<file path="config.mk">
export PLATFORM = sky130hd
export DESIGN_NAME = vga_frame_reader
export DESIGN_NICKNAME = d
export VERILOG_FILES = /design/src/rtl/vga_frame_reader.sv
export SDC_FILE = /design/constraint.sdc
export NUM_CORES = 1
export LEC_CHECK = 0
export ABC_AREA = 1
export BUFFER_PORTS_ARGS = -buffer_cell sky130_fd_sc_hd__buf_2
export CORE_MARGIN = 8
export CORE_UTILIZATION = 42
export CTS_CLUSTER_SIZE = 25
export DETAILED_ROUTE_END_ITERATION = 7
export PLACE_DENSITY_LB_ADDON = 0.12
export SLEW_MARGIN = 20
export SYNTH_ARGS = -nofsm -noshare
export SYNTH_HDL_FRONTEND = slang
export SYNTH_SLANG_ARGS = --single-unit
</file>
<file path="constraint.sdc">
create_clock -name clk -period 2 [get_ports clk]
set_clock_uncertainty 0.15 [all_clocks]
set_input_delay 0.1 -clock clk [delete_from_list [all_inputs] [get_ports clk]]
set_output_delay 0.1 -clock clk [all_outputs]
set_load 0.005 [all_outputs]
</file>
<file path="src/rtl/vga_frame_reader.sv">
// rtl/vga_frame_reader.sv - VGA timing generator with framebuffer read-out of a top-left image
module vga_frame_reader #(
  parameter int unsigned     AW        = 32,
  parameter logic [AW-1:0]   BASE_ADDR = '0,
  parameter int unsigned     IMG_W     = 100,
  parameter int unsigned     IMG_H     = 100,
  parameter int unsigned     H_ACTIVE  = 640,
  parameter int unsigned     H_FP      = 16,
  parameter int unsigned     H_SYNC    = 96,
  parameter int unsigned     H_BP      = 48,
  parameter int unsigned     V_ACTIVE  = 480,
  parameter int unsigned     V_FP      = 10,
  parameter int unsigned     V_SYNC    = 2,
  parameter int unsigned     V_BP      = 33
) (
  input  logic          clk,
  input  logic          rst,
  input  logic          enable,
  output logic [AW-1:0] mem_addr,
  output logic          mem_rd_en,
  input  logic [23:0]   mem_rdata,
  output logic [23:0]   rgb,
  output logic          h_sync,
  output logic          v_sync,
  output logic          vga_clk,
  output logic          blank_n,
  output logic          frame_done
);

  localparam int unsigned H_TOTAL = H_ACTIVE + H_FP + H_SYNC + H_BP;
  localparam int unsigned V_TOTAL = V_ACTIVE + V_FP + V_SYNC + V_BP;
  localparam int unsigned HW      = $clog2(H_TOTAL);
  localparam int unsigned VW      = $clog2(V_TOTAL);

  localparam logic [HW-1:0] HC_LAST  = HW'(H_TOTAL - 1);
  localparam logic [HW-1:0] H_VIS    = HW'(H_ACTIVE);
  localparam logic [HW-1:0] H_IMG    = HW'(IMG_W);
  localparam logic [HW-1:0] HS_FIRST = HW'(H_ACTIVE + H_FP);
  localparam logic [HW-1:0] HS_LAST  = HW'(H_ACTIVE + H_FP + H_SYNC - 1);
  localparam logic [VW-1:0] VC_LAST  = VW'(V_TOTAL - 1);
  localparam logic [VW-1:0] V_VIS    = VW'(V_ACTIVE);
  localparam logic [VW-1:0] V_IMG    = VW'(IMG_H);
  localparam logic [VW-1:0] VS_FIRST = VW'(V_ACTIVE + V_FP);
  localparam logic [VW-1:0] VS_LAST  = VW'(V_ACTIVE + V_FP + V_SYNC - 1);

  typedef enum logic {IDLE, RUN} state_t;

  state_t        state;
  state_t        state_nxt;
  logic          ph;
  logic [HW-1:0] hc;
  logic [VW-1:0] vc;
  logic [AW-1:0] row_base;

  logic running;
  logic in_row;
  logic in_img;
  logic line_end;
  logic frame_end;

  assign running   = (state == RUN);
  assign in_row    = (vc < V_IMG);
  assign in_img    = (hc < H_IMG) && in_row;
  assign line_end  = running && ph && (hc == HC_LAST);
  assign frame_end = line_end && (vc == VC_LAST);

  // ph alternates every clk; the clk with ph=1 closes the current pixel period
  always_ff @(posedge clk) begin
    if (rst) begin
      ph <= 1'b0;
    end else begin
      ph <= ~ph;
    end
  end

  always_ff @(posedge clk) begin
    if (rst) begin
      state <= IDLE;
    end else begin
      state <= state_nxt;
    end
  end

  always_comb begin
    state_nxt = state;
    case (state)
      IDLE:    if (ph && enable) state_nxt = RUN;
      RUN:     if (frame_end && !enable) state_nxt = IDLE;
      default: state_nxt = IDLE;
    endcase
  end

  always_comb begin
    vga_clk    = ph;
    mem_rd_en  = running && in_img;
    mem_addr   = row_base + AW'(hc);
    frame_done = frame_end;
  end

  // row_base tracks the address of column 0 of the current line, avoiding a multiplier
  always_ff @(posedge clk) begin
    if (rst) begin
      hc       <= '0;
      vc       <= '0;
      row_base <= BASE_ADDR;
    end else if (running && ph) begin
      if (hc == HC_LAST) begin
        hc <= '0;
        if (vc == VC_LAST) begin
          vc       <= '0;
          row_base <= BASE_ADDR;
        end else begin
          vc <= vc + VW'(1);
          if (in_row) row_base <= row_base + AW'(IMG_W);
        end
      end else begin
        hc <= hc + HW'(1);
      end
    end
  end

  // Pixel outputs are captured on the closing tick so they show during the next period
  always_ff @(posedge clk) begin
    if (rst) begin
      rgb     <= '0;
      h_sync  <= 1'b1;
      v_sync  <= 1'b1;
      blank_n <= 1'b0;
    end else if (ph) begin
      if (running) begin
        rgb     <= in_img ? mem_rdata : 24'h0;
        blank_n <= (hc < H_VIS) && (vc < V_VIS);
        h_sync  <= !((hc >= HS_FIRST) && (hc <= HS_LAST));
        v_sync  <= !((vc >= VS_FIRST) && (vc <= VS_LAST));
      end else begin
        rgb     <= '0;
        h_sync  <= 1'b1;
        v_sync  <= 1'b1;
        blank_n <= 1'b0;
      end
    end
  end

endmodule

</file>
==> flow_summary_export.csv, run 1 <==
group,metric,value,unit
route,wl,15640,microns
worst_setup_path,reg2reg_from,"hc[5]",
route,routed_via_density,5.019,
worst_setup_path,worstSetupStartpointType,"flip-flop",
route,initialDrtViolationCount,389,
yosys,yosysSeqAreaShare,33.06,%
worst_setup_path,cp-startpoint,"hc[8]",
grt,met3_usage,4.692,%
yosys,syn_area,4783,sq um
timing,tightestPinTransition,0.7469,ns
grt,grt_start_max_net_pins,30,
placed_design,hpwl,10780,microns
route,vias,5416,
timing,finalSetupViolCount,25,
floorplanning,dieArea,15060,sq um
timing,grt_setup_unrepaired,"true",
yosys,synth_cell_type_count,42,
clocking,numCtsBuffers,9,
worst_setup_path,r2r_setup_slack,0.04,ns
worst_setup_path,path_depth,11,
route,dr.pass1.iters,5,
worst_setup_path,crit_buf_inv,3,
layout,final_area,6947,sq um
layout,diodes,0,
worst_setup_path,critical_path.endpoint,"mem_addr[29]",
layout,drive_above_1_share,32.91,%
worst_hold_path,hp-class,"reg -> reg",
grt,grt_busiest_layer,"met2",
status,status,"complete, but fails checks",
worst_setup_path,crit_required,1.75,ns
grt,grt_pass1_wl,24620,microns
power,power_density,487.8,nW/um^2
grt,antenna_found_initial,0,
worst_setup_path,reg2regPathDepth,12,
timing,drv_slew,0,
timing,setup_ws,-0.2206,ns
grt,grt_usage,20.27,%
yosys,ys_warn_count,0,
clocking,clk_latency,0.35,ns
clocking,cts_max_level,3,
grt,first_global_vias,5202,
floorplanning,die_h,122.7,microns
placed_design,place_congestion,0.9170,
grt,grt_overflow,0,
placed_design,portBuffers,88,
layout,area_delta_synth_final,45.23,%
worst_setup_path,worstSetupPathType,"reg -> out",
grt,grtUsageMet1,25.80,%
status,violations,"negative setup slack",
worst_setup_path,r2r_end,"row_base[4]",
yosys,ys.flop_type,"dfxtp_1",
yosys,ys_async_sr_fraction,0,%
worst_setup_path,crit_chain,"ha_4, nand2_2, nor2_2, nor2_2, buf_4, o211ai_1, buf_4, nand2_1, nand2_1, nand2_1, buf_2",
clocking,cts.clk_slew.worst_paths,0.06,ns
floorplanning,io_pins,89,
clocking,clock_path_buffers,2,
timing,relSlewSlack,50.15,%
grt,grt_use_met2,32.89,%
timing,clock.fmax,450.3,MHz
worst_setup_path,crit_slowest_cell,"dfxtp_2",
route,routedWlPerCell,14.49,microns
clocking,cts_num_sinks,79,
yosys,syn_inst,751,
clocking,cts_root_buf,"clkbuf_16",
timing,hold_viol_final,0,
worst_setup_path,worst_path_dominant_cell_family,"simple AND/OR/NAND/NOR gates",
power,vdd_drop_max,0.3641,mV
floorplanning,start_util,42.44,%
power,leakage,3.328,nW
layout,fin_nets,971,
yosys,syn_nets,791,
timing,finalCritPeriodShare,111.0,%
placed_design,placed_area,5737,sq um
route,post-route-drc-count,0,
route,ant_nets,0,
yosys,syn_avg_cell_area,6.369,sq um
worst_setup_path,arrival,1.97,ns
job,cap_violations,0,
timing,fin_tns_setup,-3.804,ns
worst_setup_path,crit_top_cell,"nand2_1",
floorplanning,die_x,122.7,microns
floorplanning,rows,39,
yosys,synth_edf_count,0,
timing,period_minus_slack,2.221,ns
clocking,cts_tree,"built",
floorplanning,coreArea,11270,sq um
worst_setup_path,endpoint_kind,"output pin",
worst_setup_path,critPathMaxFanout,6,
yosys,synth_seq_cells,79,
worst_setup_path,slowest_delay,0.33,ns
-- layout make-up --
class / instances / area, sq um
clock inverters: 6 / 50.05
fillers: 1029 / 4325
inverters: 87 / 332.8
multi-input cells: 565 / 3194
clock buffers: 10 / 229.0
flip-flops and latches: 79 / 1615
well taps: 143 / 178.9
repair buffers: 189 / 1346
-- flip-flops by register name, indices dropped and copies added, names as in the netlist --
signal,flops
running,1
v_sync,1
h_sync,1
vc,10
vga_clk,1
rgb,24
hc,10
row_base,30
blank_n,1
-- kinds of logic after synthesis --
family / after synthesis / share of synthesized area, %
adder cells (fa/ha/maj): 13 / 3.401
AO/OA/AOI/OAI: 54 / 6.645
XOR/XNOR: 27 / 4.944
AND/OR/NAND/NOR: 471 / 42.38
buffers and inverters: 107 / 9.574
flip-flops: 79 / 33.06
-- worst min-delay path by stage --
| stage | slack [ns] | depth (start not counted) | end | startpoint |
|---|---|---|---|---|
| floorplan | 0.07 | 2 | running | enable |
| global placement | 0.17 | 3 | rgb[6] | mem_rdata[6] |
| detailed placement | 0.17 | 3 | rgb[4] | mem_rdata[4] |
| CTS | 0.30 | 2 | rgb[9] | rgb[9] |
| global route | 0.32 | 2 | rgb[5] | rgb[5] |
| finish | 0.30 | 2 | rgb[18] | rgb[18] |
-- repair_timing --
item / 4_1_cts / 5_1_grt
pin swaps: 28 / 31
hold buffers: 26 / 0
hold endpoints to repair: 34 / 0
gates resized for setup: 79 / 66
cloned: 1 / 2
endpoints found under the setup margin: 27 / 75
buffers inserted: 3 / 11
-- through the flow --
stage          hold WS (ns)  worst slack [ns]  util (%)  std cells  power (mW)
2_1_floorplan       0.06923           0.08050         -        751       1.705
3_3_place_gp         0.1657          -0.08730     50.89       1022       1.770
3_5_place_dp         0.1704           -0.1013     50.89       1022       1.771
4_1_cts              0.3021           -0.2212     58.49       1068       3.414
5_1_grt              0.3209           -0.3334     61.63       1079       3.508
6_report             0.2983           -0.2206     61.63       1079       3.388
-- report_power, final --
part | switching (mW) | internal [mW] | total (mW)
logic | 0.102 | 0.0969 | 0.199
registers | 0.00784 | 1.59 | 1.59
clock network | 0.737 | 0.860 | 1.60
-- metal layers --
metal	vias to the layer above	wire length, microns
li1	2742	-
met1	2463	6788
met2	184	7405
met3	27	1118
met4	0	323
met5	-	0
-- placed cells by master, fill, tap and decap left out, types with 8 or more instances in the layout --
cell and instances:
nand4_1 13, buf_4 65, nand2_2 16, nor2_1 107
inv_1 77, nor3_1 13, xor2_1 21, inv_2 8
nand3_1 72, a21oi_1 23, nand2_4 9, clkbuf_16 11
buf_2 88, dlygate4sd3_1 26, nor2_2 16, dfxtp_1 52
dfxtp_2 27, nand2_1 197
-- worst register-to-register path, cell delays in order (launching register included) --
cell       delay, ns
dfxtp_2         0.34
buf_4           0.13
buf_4           0.15
nor2_4          0.10
inv_2           0.06
nor2_4          0.10
nand3_4         0.11
a21oi_4         0.14
buf_4           0.18
clkbuf_16       0.19
nand3_1         0.08
nand2_1         0.07
nor2_1          0.04
-- cell usage after synthesis (2+ instances only) --
cell type	n	area, sq um
nand2_2	3	18.77
nand2_1	218	818.3
xnor2_1	5	43.79
clkbuf_1	5	18.77
buf_1	2	7.510
nand4_1	13	81.33
nand3_1	78	390.4
nor3_1	20	100.1
dfxtp_1	79	1582
nor2_2	5	31.28
a21oi_1	33	165.2
buf_4	6	45.04
ha_1	13	162.7
inv_1	85	319.1
a21oi_2	2	17.52
nor2_1	124	465.5
o21ai_0	8	40.04
inv_2	2	7.510
buf_2	3	15.01
xor2_1	22	192.7
buf_6	4	45.04
Note: power is estimated with default switching activity, not from simulation.
==> run 2, diff against run 1 <==
- TNS_END_PERCENT: not set -> 20
==> flow_summary_export.csv, run 2 (synthesized netlist as in run 1, its figures left out) <==
group,metric,value,unit
worst_hold_path,hp-class,"reg -> reg",
status,violations,"negative setup slack",
clocking,clock_path_buffers,2,
power,vdd_drop_max,0.3671,mV
layout,final_cell_mix,"nand2_1, nor2_1, buf_2, inv_1, nand3_1",
timing,grt_setup_unrepaired,"true",
clocking,cts.clk_slew.worst_paths,0.06,ns
grt,grt_pass1_wl,24450,microns
timing,period_minus_slack,2.221,ns
route,routed_via_density,4.996,
layout,diodes,0,
timing,relSlewSlack,50.82,%
worst_setup_path,crit_required,1.75,ns
placed_design,hpwl,10780,microns
grt,grt_start_max_net_pins,30,
floorplanning,rows,39,
timing,clock.fmax,450.2,MHz
timing,finalSetupViolCount,25,
grt,first_global_vias,5183,
worst_setup_path,arrival,1.97,ns
layout,drive_above_1_share,29.36,%
clocking,clk_latency,0.35,ns
floorplanning,coreArea,11270,sq um
layout,largestRegisters,"row_base x30, rgb x24",
grt,grt_overflow,0,
route,wl,15000,microns
floorplanning,io_pins,89,
layout,final_area,6719,sq um
layout,final_common_cell,"nand2_1",
layout,area_delta_synth_final,40.47,%
clocking,cts_root_buf,"clkbuf_16",
timing,drv_slew,0,
route,post-route-drc-count,0,
worst_setup_path,critPathMaxFanout,6,
timing,finalCritPeriodShare,111.1,%
worst_setup_path,endpoint_kind,"output pin",
layout,largest_reg_flops,30,
floorplanning,die_x,122.7,microns
timing,tightestPinTransition,0.7368,ns
route,vias,5326,
power,power_density,503.6,nW/um^2
clocking,cts_num_sinks,79,
power,leakage,3.239,nW
layout,fin_nets,958,
route,initialDrtViolationCount,372,
layout,fin_cells,1066,
timing,setup_ws,-0.2214,ns
worst_setup_path,worst_path_dominant_cell_family,"buffers and inverters",
floorplanning,start_util,42.44,%
worst_setup_path,worstSetupStartpointType,"flip-flop",
worst_setup_path,slowest_delay,0.33,ns
layout,n_fill_cell,1028,
grt,grt_usage,20.09,%
worst_setup_path,r2r_setup_slack,0.12,ns
floorplanning,die_h,122.7,microns
worst_setup_path,worstSetupPathType,"reg -> out",
clocking,cts_tree,"built",
floorplanning,dieArea,15060,sq um
worst_setup_path,crit_slowest_cell,"dfxtp_2",
clocking,cts_max_level,3,
clocking,numCtsBuffers,9,
route,routedWlPerCell,14.07,microns
placed_design,placed_area,5737,sq um
grt,antenna_found_initial,0,
worst_setup_path,crit_chain,"ha_4, nand2_2, nor2_2, nor2_2, buf_4, o211ai_1, buf_4, nand2_1, nand2_1, nand2_1, buf_2",
route,ant_nets,0,
placed_design,place_congestion,0.9170,
placed_design,dp_cells,1022,
worst_setup_path,crit_buf_inv,3,
status,status,"complete, but fails checks",
layout,largest_register,"row_base",
route,dr.pass1.iters,5,
worst_setup_path,crit_top_cell,"nand2_1",
timing,hold_viol_final,0,
job,cap_violations,0,
placed_design,portBuffers,88,
==> run 2: cell types whose count changed in the layout (fill, tap and decap cells not counted), moves of 4 or more <==
| cell | previous run | this run |
|---|---|---|
| nand2_1 | 197 | 201 |
| dfxtp_1 | 52 | 61 |
| buf_4 | 65 | 59 |
| dfxtp_2 | 27 | 18 |
| nor2_1 | 107 | 112 |
| nor2_2 | 16 | 10 |
==> run 2: layout make-up <==
| cell class | count | area [sq um] | area share (%) |
|---|---|---|---|
| flip-flops and latches | 79 | 1604 | 23.87 |
| well taps | 143 | 178.9 | 2.663 |
| multi-input cells | 565 | 3133 | 46.63 |
| repair buffers | 176 | 1192 | 17.75 |
| inverters | 87 | 331.6 | 4.935 |
| clock inverters | 6 | 50.05 | 0.7449 |
| clock buffers | 10 | 229.0 | 3.408 |
==> run 2: worst min-delay path: cells and delay by family, from the launching register on <==
family / cells / cell delay (ns)
flip-flops: 1 / 0.31
AND/OR/NAND/NOR: 2 / 0.10
==> run 2: what timing repair did <==
item | CTS | global route
hold buffers | 26 | 0
setup buffers | 1 | 1
pin swaps | 25 | 21
hold endpoints to repair | 34 | 0
setup endpoints to repair | 27 | 64
resized for setup | 73 | 42
==> run 2: path summary, 6_finish.rpt <==
kind | from | end | cells after the start
worst max-delay path | hc[7] | mem_addr[29] | 11
worst max register to register | hc[5] | row_base[10] | 11
worst min-delay path | rgb[13] | rgb[13] | 2
worst min register to register | rgb[13] | rgb[13] | 2
==> run 2: through the flow <==
step	setup slack, ns	total power [mW]	TNS (ns)	utilization, %	hold slack (ns)
3_5_place_dp	-0.1013	1.771	-0.6277	50.89	0.1704
5_1_grt	-0.3168	3.495	-6.604	59.61	0.3209
3_3_place_gp	-0.08730	1.770	-0.3300	50.89	0.1657
6_report	-0.2214	3.384	-3.526	59.61	0.2985
4_1_cts	-0.2212	3.408	-3.996	58.11	0.3021
2_1_floorplan	0.08050	1.705	0	-	0.06923
==> run 2: where the power goes <==
group / internal (mW) / total [mW] / switching, mW / leakage (nW)
logic: 0.0903 / 0.186 / 0.0960 / 2.46
registers: 1.59 / 1.59 / 0.00779 / 0.647
clock network: 0.860 / 1.60 / 0.744 / 0.131
==> run 2: per-layer routing <==
metal / global-route usage [%] / routed length, microns / vias up
li1: - / - / 2723
met1: 25.53 / 6697 / 2416
met2: 32.28 / 6946 / 161
met3: 4.922 / 1023 / 26
met4: 7.464 / 328 / 0
met5: 0 / 0 / -
==> run 3, diff against run 2 <==
- PLACE_DENSITY_LB_ADDON: 0.12 -> 0.3
==> flow_summary_export.csv, run 3 (synthesized netlist as in run 1, its figures left out) <==
group,metric,value,unit
placed_design,place_congestion,0.9323,
status,violations,"negative setup slack",
power,leakage,3.248,nW
route,wl,14490,microns
layout,largest_reg_flops,30,
power,p_clk_share,49.8,%
clocking,cts_num_sinks,79,
placed_design,dp_cells,1024,
power,p_int,2.674,mW
layout,area_delta_synth_final,40.44,%
power,power_frac_seq,45.0,%
route,dr.pass1.iters,5,
route,ant_nets,0,
floorplanning,start_util,42.44,%
worst_setup_path,endpoint_kind,"output pin",
route,initialDrtViolationCount,371,
floorplanning,rows,39,
status,status,"complete, but fails checks",
layout,largestRegisters,"row_base x30, rgb x24",
power,power_density,526.1,nW/um^2
worst_setup_path,arrival,2.05,ns
timing,hold_ws,0.2994,ns
grt,grt_usage,19.28,%
floorplanning,die_x,122.7,microns
timing,fin_tns_setup,-5.140,ns
worst_setup_path,critPathMaxFanout,4,
placed_design,dp_slack,-0.3189,ns
route,post-route-drc-count,0,
worst_setup_path,worstSetupStartpointType,"flip-flop",
layout,final_cell_mix,"nand2_1, nor2_1, buf_2, inv_1, nand3_1",
layout,drive_above_1_share,26.80,%
worst_hold_path,hp-class,"reg -> reg",
layout,final_area,6718,sq um
power,vdd_drop_max,0.3828,mV
worst_setup_path,crit_required,1.75,ns
clocking,numCtsBuffers,9,
clocking,clock_path_buffers,2,
layout,largest_register,"row_base",
timing,grt_setup_unrepaired,"true",
floorplanning,die_h,122.7,microns
grt,grt_pass1_wl,23730,microns
clocking,cts_max_level,3,
floorplanning,io_pins,89,
route,routedWlPerCell,13.52,microns
timing,finalCritPeriodShare,114.8,%
layout,diodes,0,
grt,first_global_vias,5031,
layout,fin_util,59.60,%
route,routed_via_density,4.989,
power,power,3.534,mW
floorplanning,coreArea,11270,sq um
timing,drv_slew,0,
job,cap_violations,0,
floorplanning,dieArea,15060,sq um
clocking,cts.clk_slew.worst_paths,0.07,ns
grt,grt_start_max_net_pins,30,
power,netSwitchingPower,859.6,uW
power,pwr-share-comb,5.2,%
placed_design,portBuffers,88,
layout,fin_nets,964,
timing,relSlewSlack,50.16,%
clocking,clk_latency,0.34,ns
grt,antenna_found_initial,0,
timing,finalSetupViolCount,26,
timing,setup_ws,-0.2962,ns
grt,grt_overflow,0,
clocking,cts_root_buf,"clkbuf_16",
timing,hold_viol_final,0,
placed_design,placed_area,5752,sq um
clocking,cts_tree,"built",
layout,fin_cells,1072,
timing,clock.fmax,435.5,MHz
timing,period_minus_slack,2.296,ns
timing,tightestPinTransition,0.7468,ns
power,switching_share,24.32,%
worst_setup_path,worstSetupPathType,"reg -> out",
placed_design,hpwl,10190,microns
layout,final_common_cell,"nand2_1",
route,vias,5348,
## run 3: routing by layer
metal / GRT usage [%] / vias up / part of all wire (%)
met1: 24.45 / 2401 / 44
met4: 4.874 / 0 / 1.7
li1: - / 2729 / -
met3: 5.152 / 29 / 8.0
met2: 31.77 / 189 / 46
met5: 0 / - / 0
## run 3: final timing paths
kind | startpoint | end | slack, ns | cells past startpoint
hold reg to reg | rgb[20] | rgb[20] | 0.30 | 2
setup / recovery | row_base[8] | mem_addr[15] | -0.30 | 10
setup reg to reg | hc[7] | row_base[25] | 0.03 | 10
hold / removal | rgb[20] | rgb[20] | 0.30 | 2
## run 3: layout make-up
cell class	instances	area, sq um
flip-flops and latches	79	1598
clock inverters	7	88.84
multi-input cells	565	3045
fillers	1029	4554
repair buffers	182	1252
well taps	143	178.9
inverters	87	329.1
clock buffers	9	225.2
## run 3: repair_timing
action / 4_1_cts / 5_1_grt
buffers inserted: 3 / 3
hold buffers: 26 / 0
endpoints found under the hold margin: 32 / 0
resized for setup: 46 / 41
pin swaps: 17 / 14
setup endpoints to repair: 27 / 63
## run 3: power by group through the flow
stage	combinational, mW	clock (mW)	sequential, mW
2_1_floorplan	0.0741	0	1.63
3_3_place_gp	0.138	0	1.63
3_5_place_dp	0.140	0	1.63
4_1_cts	0.179	1.78	1.59
5_1_grt	0.203	1.84	1.59
6_report	0.185	1.76	1.59
## run 3: critical path, stage by stage, from the launching register on
cell	delay, ns
dfxtp_1	0.34
ha_4	0.31
nand2_4	0.07
nor2_4	0.13
inv_2	0.06
nor2_4	0.12
nand2_4	0.08
a21oi_4	0.20
buf_6	0.12
xor2_1	0.14
buf_2	0.13
